File: src/rtl/mdio_master.sv
// Clause-22 MDIO management initiator: serialises one read/write command per frame
// onto MDC/MDIO and returns read data plus a turnaround-error flag.
module mdio_master #(
  parameter int unsigned CLK_DIV      = 10,
  parameter int unsigned PREAMBLE_LEN = 32
) (
  input  logic        clk,
  input  logic        rstn,
  input  logic        cmd_valid,
  output logic        cmd_ready,
  input  logic        cmd_write,
  input  logic [4:0]  cmd_phyad,
  input  logic [4:0]  cmd_regad,
  input  logic [15:0] cmd_wdata,
  output logic        rsp_valid,
  output logic [15:0] rsp_rdata,
  output logic        rsp_err,
  output logic        busy,
  output logic        mdc,
  output logic        mdio_o,
  output logic        mdio_oen,
  input  logic        mdio_i
);

  typedef enum logic [2:0] {S_IDLE, S_PRE, S_HDR, S_TA, S_DATA, S_DONE} state_t;

  localparam logic [8:0] HALF     = 9'(CLK_DIV);
  localparam logic [8:0] LAST     = 9'(2 * CLK_DIV - 1);
  localparam logic [5:0] PRE_LAST = 6'(PREAMBLE_LEN - 1);

  state_t      state, state_n;
  logic [8:0]  half_cnt, half_n;
  logic [5:0]  bit_cnt, bit_n;
  logic        wr_q, wr_n;
  logic [31:0] tx_sr, tx_n;
  logic [15:0] rx_sr, rx_n;
  logic        err_q, err_n;
  logic        mdc_n, o_n, oen_n, rv_n, re_n;
  logic [15:0] rd_n;
  logic [31:0] frame;
  logic        sync1, sync2;

  assign cmd_ready = (state == S_IDLE);
  assign busy      = (state != S_IDLE);

  always_comb begin
    state_n = state;
    half_n  = half_cnt;
    bit_n   = bit_cnt;
    wr_n    = wr_q;
    tx_n    = tx_sr;
    rx_n    = rx_sr;
    err_n   = err_q;
    mdc_n   = mdc;
    o_n     = mdio_o;
    oen_n   = mdio_oen;
    rv_n    = 1'b0;
    rd_n    = rsp_rdata;
    re_n    = rsp_err;
    frame   = '0;
    case (state)
      S_IDLE: begin
        if (cmd_valid) begin
          // Reads carry ones after REGAD; those bits are never driven (oen high).
          frame = {2'b01, (cmd_write ? 2'b01 : 2'b10), cmd_phyad, cmd_regad,
                   (cmd_write ? {2'b10, cmd_wdata} : 18'h3FFFF)};
          wr_n   = cmd_write;
          half_n = '0;
          bit_n  = '0;
          rx_n   = '0;
          err_n  = 1'b0;
          mdc_n  = 1'b0;
          oen_n  = 1'b0;
          if (PREAMBLE_LEN != 0) begin
            state_n = S_PRE;
            o_n     = 1'b1;
            tx_n    = frame;
          end else begin
            state_n = S_HDR;
            o_n     = frame[31];
            tx_n    = {frame[30:0], 1'b0};
          end
        end
      end
      S_DONE: state_n = S_IDLE;
      default: begin
        if (half_cnt != LAST) begin
          half_n = half_cnt + 9'd1;
          mdc_n  = (half_cnt + 9'd1 >= HALF);
        end else begin
          // Last high-phase cycle: sample, then open the next bit.
          half_n = '0;
          mdc_n  = 1'b0;
          bit_n  = bit_cnt + 6'd1;
          if (!wr_q && state == S_TA && bit_cnt == 6'd1) err_n = sync2;
          if (!wr_q && state == S_DATA) rx_n = {rx_sr[14:0], sync2};
          case (state)
            S_PRE:  if (bit_cnt == PRE_LAST) begin state_n = S_HDR;  bit_n = '0; end
            S_HDR:  if (bit_cnt == 6'd13) begin
                      state_n = S_TA;
                      bit_n   = '0;
                      oen_n   = !wr_q;
                    end
            S_TA:   if (bit_cnt == 6'd1)  begin state_n = S_DATA; bit_n = '0; end
            S_DATA: if (bit_cnt == 6'd15) begin state_n = S_DONE; bit_n = '0; end
            default: ;
          endcase
          if (state_n == S_DONE) begin
            o_n   = 1'b1;
            oen_n = 1'b1;
            rv_n  = 1'b1;
            rd_n  = wr_q ? 16'h0000 : rx_n;
            re_n  = wr_q ? 1'b0 : err_n;
          end else if (state_n != S_PRE) begin
            o_n  = tx_sr[31];
            tx_n = {tx_sr[30:0], 1'b0};
          end
        end
      end
    endcase
  end

  always_ff @(posedge clk or negedge rstn) begin
    if (!rstn) begin
      state     <= S_IDLE;
      half_cnt  <= '0;
      bit_cnt   <= '0;
      wr_q      <= 1'b0;
      tx_sr     <= '0;
      rx_sr     <= '0;
      err_q     <= 1'b0;
      mdc       <= 1'b0;
      mdio_o    <= 1'b1;
      mdio_oen  <= 1'b1;
      rsp_valid <= 1'b0;
      rsp_rdata <= '0;
      rsp_err   <= 1'b0;
      sync1     <= 1'b1;
      sync2     <= 1'b1;
    end else begin
      state     <= state_n;
      half_cnt  <= half_n;
      bit_cnt   <= bit_n;
      wr_q      <= wr_n;
      tx_sr     <= tx_n;
      rx_sr     <= rx_n;
      err_q     <= err_n;
      mdc       <= mdc_n;
      mdio_o    <= o_n;
      mdio_oen  <= oen_n;
      rsp_valid <= rv_n;
      rsp_rdata <= rd_n;
      rsp_err   <= re_n;
      sync1     <= mdio_i;
      sync2     <= sync1;
    end
  end

endmodule
File: config.mk
export PLATFORM = sky130hd
export DESIGN_NAME = mdio_master
export DESIGN_NICKNAME = d
export VERILOG_FILES = /design/src/rtl/mdio_master.sv
export SDC_FILE = /design/constraint.sdc
export NUM_CORES = 1
export LEC_CHECK = 0
export BUFFER_PORTS_ARGS = -buffer_cell sky130_fd_sc_hd__buf_2
export CORE_AREA = 2 2 87 109
export DETAILED_ROUTE_END_ITERATION = 10
export DIE_AREA = 0 0 89 111
export PLACE_DENSITY = 0.78
export SYNTH_ARGS = -nofsm -noshare
export SYNTH_HDL_FRONTEND = slang
export SYNTH_SLANG_ARGS = --single-unit
File: constraint.sdc
create_clock -name clk -period 2.43 [get_ports clk]
set_clock_uncertainty 0.2 [all_clocks]
set_input_delay 0.243 -clock clk [delete_from_list [all_inputs] [get_ports clk]]
set_output_delay 0.243 -clock clk [all_outputs]
set_load 0.005 [all_outputs]
# Yosys cells after proc, flatten, opt, wreduce, memory -nomap -nowiden
# Cells that the tools add are included.
dict set report classes {
  n_addsub 2
  magnitude_cmp 1
  n_eq_ne 16
  muxes 53
  bitwise 3
  reduce_logical 19
}
# operator count
set ops {}
lappend ops {{$mux W32} 4}
lappend ops {{$mux W16} 4}
lappend ops {{$pmux W32 S2} 1}
lappend ops {{$mux W6} 6}
lappend ops {{$pmux W16 S2} 1}
lappend ops {{$mux W3} 8}
lappend ops {{$pmux W6 S4} 1}
lappend ops {{$mux W9} 2}
lappend ops {{$pmux W9 S2} 1}
lappend ops {{$mux W17} 1}
lappend ops {{$mux W1} 16}
lappend ops {{$eq A6 B4 Y1 const B} 2}
lappend ops {{$pmux W3 S4} 1}
lappend ops {{$pmux W6 S2} 1}
lappend ops {{$reduce_bool A3 Y1} 4}
lappend ops {{$reduce_and A5 Y1} 2}
lappend ops {{$add A9 B1 Y9 const B} 1}
lappend ops {{$eq A3 B3 Y1 const B} 3}
lappend ops {{$ge A9 B4 Y1 const B} 1}
lappend ops {{$ne A9 B5 Y1 const B} 1}
lappend ops {{$pmux W1 S2} 4}
lappend ops {{$add A6 B1 Y6 const B} 1}
lappend ops {{$eq A3 B2 Y1 const B} 2}
lappend ops {{$eq A6 B1 Y1 const B} 1}
lappend ops {{16 further kinds} 25}
dict set report word_totals {
  regBits 91
  in_bits 31
  out_inout_bits 23
  elab_cells 109
}

# Logic depth before layout (Yosys ltp)
dict set report depth {
  ltp_word 10
  depth_mapped 9
  ltp_nobuf 7
}

# Worst setup path after synthesis
# No wires, ideal clock.
dict set report synth_path {
  kind {reg2reg}
  from {register half_cnt[0]}
  to {register rx_sr[14]}
  arrival_ns 2.127
  required_time_ns 2.165
  setup_slack_ns 0.037
  stages_incl_launch_ff 8
  n_path_buf 1
  period_less_slack_ns 2.393
  path_cell_list {dfrtp_1 -> ha_1 -> nand2b_4 -> or3_1 -> or4b_4 -> o21ai_2 -> buf_6 -> a22o_1}
}
dict set report synth_via {
  elab_chain_cells 3
}
# element line
set synth_rtl {}
lappend synth_rtl {{start: declaration} 32} ;# logic [8:0] half_cnt, half_n;
lappend synth_rtl {{start signal: assignment} 142} ;# half_cnt <= half_n;
lappend synth_rtl {{$ne A9 B5 Y1} 87} ;# if (half_cnt != LAST) begin
lappend synth_rtl {{$ne A2 B2 Y1 (no source line)} n/a}
lappend synth_rtl {{$reduce_and A3 Y1 (no source line)} n/a}
lappend synth_rtl {{end signal: assignment} 146} ;# rx_sr <= rx_n;
lappend synth_rtl {{end: declaration} 36} ;# logic [15:0] rx_sr, rx_n;
# No other way between the ends.
# A chain may end at the register's enable or synchronous reset.

# Worst setup path in the final report
dict set report layout_path {
  from {register bit_cnt[1]}
  to {register tx_sr[14]}
}
dict set report layout_via {
  elab_chain_cells 8
  word_cells_on_any_way 16
}
# element line
set layout_rtl {}
lappend layout_rtl {{start: declaration} 33} ;# logic [5:0] bit_cnt, bit_n;
lappend layout_rtl {{start signal: assignment} 143} ;# bit_cnt <= bit_n;
lappend layout_rtl {{$eq A6 B4 Y1, or another cell as far along} 105} ;# S_DATA: if (bit_cnt == 6'd15) begin state_n = S_DONE; bit_n = '0; end
lappend layout_rtl {{$mux W3 (on tied branches)} n/a}
lappend layout_rtl {{$pmux W3 S4 (*)} 97} ;# case (state)
lappend layout_rtl {{$mux W3 (*)} 87}
lappend layout_rtl {{$mux W3 (*)} 61} ;# case (state)
lappend layout_rtl {{$eq A3 B3 Y1 / $ne A3 B1 Y1 (equally long branches)} {108, 114}}
lappend layout_rtl {{$ne A2 B2 Y1 (no source line) / $reduce_bool A2 Y1 (equally long branches)} n/a}
lappend layout_rtl {{$reduce_and A5 Y1 (no source line) (*)} n/a}
lappend layout_rtl {{end signal: assignment} 145} ;# tx_sr <= tx_n;
lappend layout_rtl {{end: declaration} 35} ;# logic [31:0] tx_sr, tx_n;
# Every way passes the cells marked *; elsewhere a longest branch is shown, timed or not. The select of a mux whose other input is x is not followed.

==> impl_metrics.tcl <==
set metrics [dict create \
    avgSynthCellArea_um2 9.63 \
    irDropWorstVdd_mv 0.408 \
    port_buffers 53 \
    gp_congestion 0.895 \
    leakagePower_nw 2.66 \
    stdcell_area_um2 5500 \
    synth_xor_area_share_pct 0.766 \
    synthAdderAreaFrac_pct 1.09 \
    drt-initial-drc-count 304 \
    crit_arrival_ps 2380 \
    critPathTopFamily "buffers and inverters" \
    status "finished, final reports clean" \
    yosys-mux-area-fraction_pct 8.23 \
    setup_viol 0 \
    path_cells "ha_1, buf_4, nand3_1, nor2_2, nor3_1, buf_4, nor3_4, buf_6, buf_12, mux2_2" \
    dieArea_um2 9880 \
    tns_ps 0 \
    yosys.area_share.simple_pct 19.4 \
    drt-wirelength-per-cell_um 14.7 \
    rsz0062_at_grt "false" \
    fillCellCount 742 \
    holdWs_ps 16.7 \
    die_h_um 111 \
    grt_use_total_pct 20.8 \
    multi_input_area_um2 2070 \
    fin_cells 669 \
    cp_slowest_cell "dfrtp_1" \
    grt-ovfl-total 0 \
    cts_inserted_buffers 9 \
    synth-main-ff-cell "dfrtp_1" \
    syn_area_um2 4570 \
    layout-drive-gt1-share_pct 26.9 \
    startpoint_type "flip-flop" \
    yosysWarnings 0 \
    cpPeakStageDelay_ps 390 \
    ios 54 \
    postRouteAntennaNets 0 \
    antenna_found_initial 0 \
    coreArea_um2 8980 \
    wl_um 9850 \
    drc 0 \
    synth_top_family_by_area "simple AND/OR/NAND/NOR gates" \
    fmax_mhz 427 \
    finalCritPeriodShare_pct 96.4 \
    synth_largest_area_cell "dfrtp_1" \
    hpwl_um 6620 \
    post-synth-top-count-cell "dfrtp_1" \
    synth_top_cells_by_count "86 x dfrtp_1, 70 x nand2_1, 36 x o21ai_0, 31 x nor2_1, 29 x mux2_2" \
    grt_first_pass_wirelength_um 16000 \
    ys_seq_elements 90 \
    drv_slew 0 \
    nNetsFinal 576 \
    ys_seq_area_share_pct 49.3 \
    drv_cap 0 \
    yosys.area.top_type_share_pct 47.0 \
    synth-async-reset-ratio_pct 100 \
    n_antenna_cell 0 \
    initial_utilization_pct 50.9 \
    p_total_mw 3.07 \
    via_count 3686 \
    avgViaCountPerCell 5.51 \
    crit_required_ps 2460 \
    grt_max_degree 54 \
    min_path_type "in -> reg" \
    grt_pass1_vias 3423 \
    rows 39 \
    yosys-top-cells-area "dfrtp_1 47%, mux2_2 7.1%, nand2_1 5.7%" \
    dp_cells 648 \
    post-route-min-period_ps 2340 \
    power_density_nw_per_um2 559 \
    cts.sink_count 90 \
    area_growth_pct 20.3 \
    clk_pin_slew_ps 70 \
    fp.dieW_um 89 \
    synth_edf_count 0 \
    synth-compound-area-share_pct 15.5 \
    synth_cells 475 \
    cts_htree_levels 3 \
    endpoint_kind "flip-flop" \
    relSlewSlack_pct 65.1 \
    place_area_um2 5100 \
    cts_tree "done" \
    path_class "reg -> reg" \
    yosysUniqueCellTypes 55 \
    regArea_um2 2260 \
    clock_latency_ps 350 \
    cts_buffer_depth 2 \
    cts_root_buf "clkbuf_16" \
    drtPass1Iterations 7 \
    synth.net_count 510 \
    tightest_slew_ps 524 \
    worstPathMaxFanout 16 \
    path_buf_inv 4 \
    crit_top_cell "buf_4" \
    hold_violations 0 \
]
[through the flow]
stage	setup WS (ps)	util, %
3_5_place_dp	34.5	56.8
4_1_cts	7.91	60.5
2_1_floorplan	37.4	-
5_1_grt	3.29	61.3
3_3_place_gp	121	56.8
6_report	86.8	61.3
[metal layers]
| metal | part of all wire, % | track usage (%) | wire length [µm] | vias to the layer above |
|---|---|---|---|---|
| met3 | 3.9 | 4.39 | 384 | 24 |
| met4 | 2.8 | 9.95 | 272 | 0 |
| met1 | 43 | 25.9 | 4190 | 1782 |
| met2 | 51 | 33.8 | 5000 | 100 |
| li1 | - | - | - | 1780 |
| met5 | 0 | 0 | 0 | - |
[logic make-up (layout without fill, tap and decap cells)]
group	Yosys count	in the layout
flip-flops	90	90
multiplexers	34	34
adder cells (fa/ha/maj)	4	4
AND/OR/NAND/NOR	177	177
buffers and inverters	59	130
AO/OA/AOI/OAI	107	107
XOR/XNOR	4	4
[final cells by class]
| type | instances | share of cell area, % |
|---|---|---|
| clock inverters | 5 | 1.55 |
| repair buffers | 88 | 10.9 |
| inverters | 26 | 1.77 |
| clock buffers | 11 | 4.23 |
| well taps | 123 | 2.80 |
| flip-flops and latches | 90 | 41.0 |
| multi-input cells | 326 | 37.7 |
[cell usage in the layout, fill, tap and decap left out, types with 3 or more instances in the layout]
master,instances
a21oi_1,11
a31oi_1,16
nor2_1,30
dfstp_2,4
mux2i_1,5
nand2b_1,22
o2bb2ai_1,3
dfrtp_1,86
inv_1,26
ha_1,3
buf_4,27
and3_1,6
nand2_1,70
mux2_2,29
or3_1,5
buf_12,3
o21ai_0,36
nand3_1,11
o31ai_1,3
a22o_1,17
nor3_1,10
buf_6,3
clkbuf_16,10
nand3b_1,3
buf_2,52
xnor2_1,3
o22ai_1,3
[flip-flops by register name, indices dropped and copies added, names as in the netlist, 3 cells and up]
register and cells:
bit_cnt 6, half_cnt 9, rsp_rdata 16, rx_sr 15, state 3, tx_sr 32
[worst min-delay path: cells and delay by family]
family / cells / cell delay [ps]
muxes: 1 / 130
and+or+nand+nor: 2 / 90
buffers and inverters: 1 / 80
[repair_timing]
| item | 4_1_cts | 5_1_grt |
|---|---|---|
| endpoints found under the setup margin | 0 | 32 |
| endpoints found under the hold margin | 37 | 0 |
| hold buffers | 2 | 0 |
| buffers inserted | 0 | 1 |
| resized for setup | 0 | 7 |
[power by group]
group,leakage [nW],switching (mW),internal [mW]
logic,1.31,0.0442,0.0252
registers,1.19,0.00120,1.50
clock network,0.151,0.593,0.909
[path summary, 6_finish.rpt]
| check | startpoint | end | slack, ps | cells after the start |
|---|---|---|---|---|
| max | bit_cnt[1] | tx_sr[14] | 90 | 10 |
| min | cmd_phyad[1] | tx_sr[24] | 20 | 4 |
| max reg2reg | bit_cnt[1] | tx_sr[14] | 90 | 10 |
| min reg2reg | sync1 | sync2 | 160 | 0 |
| max in group asynchronous | rstn | mdio_oen | 1140 | 3 |
| min in group asynchronous | rstn | bit_cnt[2] | 210 | 2 |
Note: power is estimated with default switching activity, not from simulation.
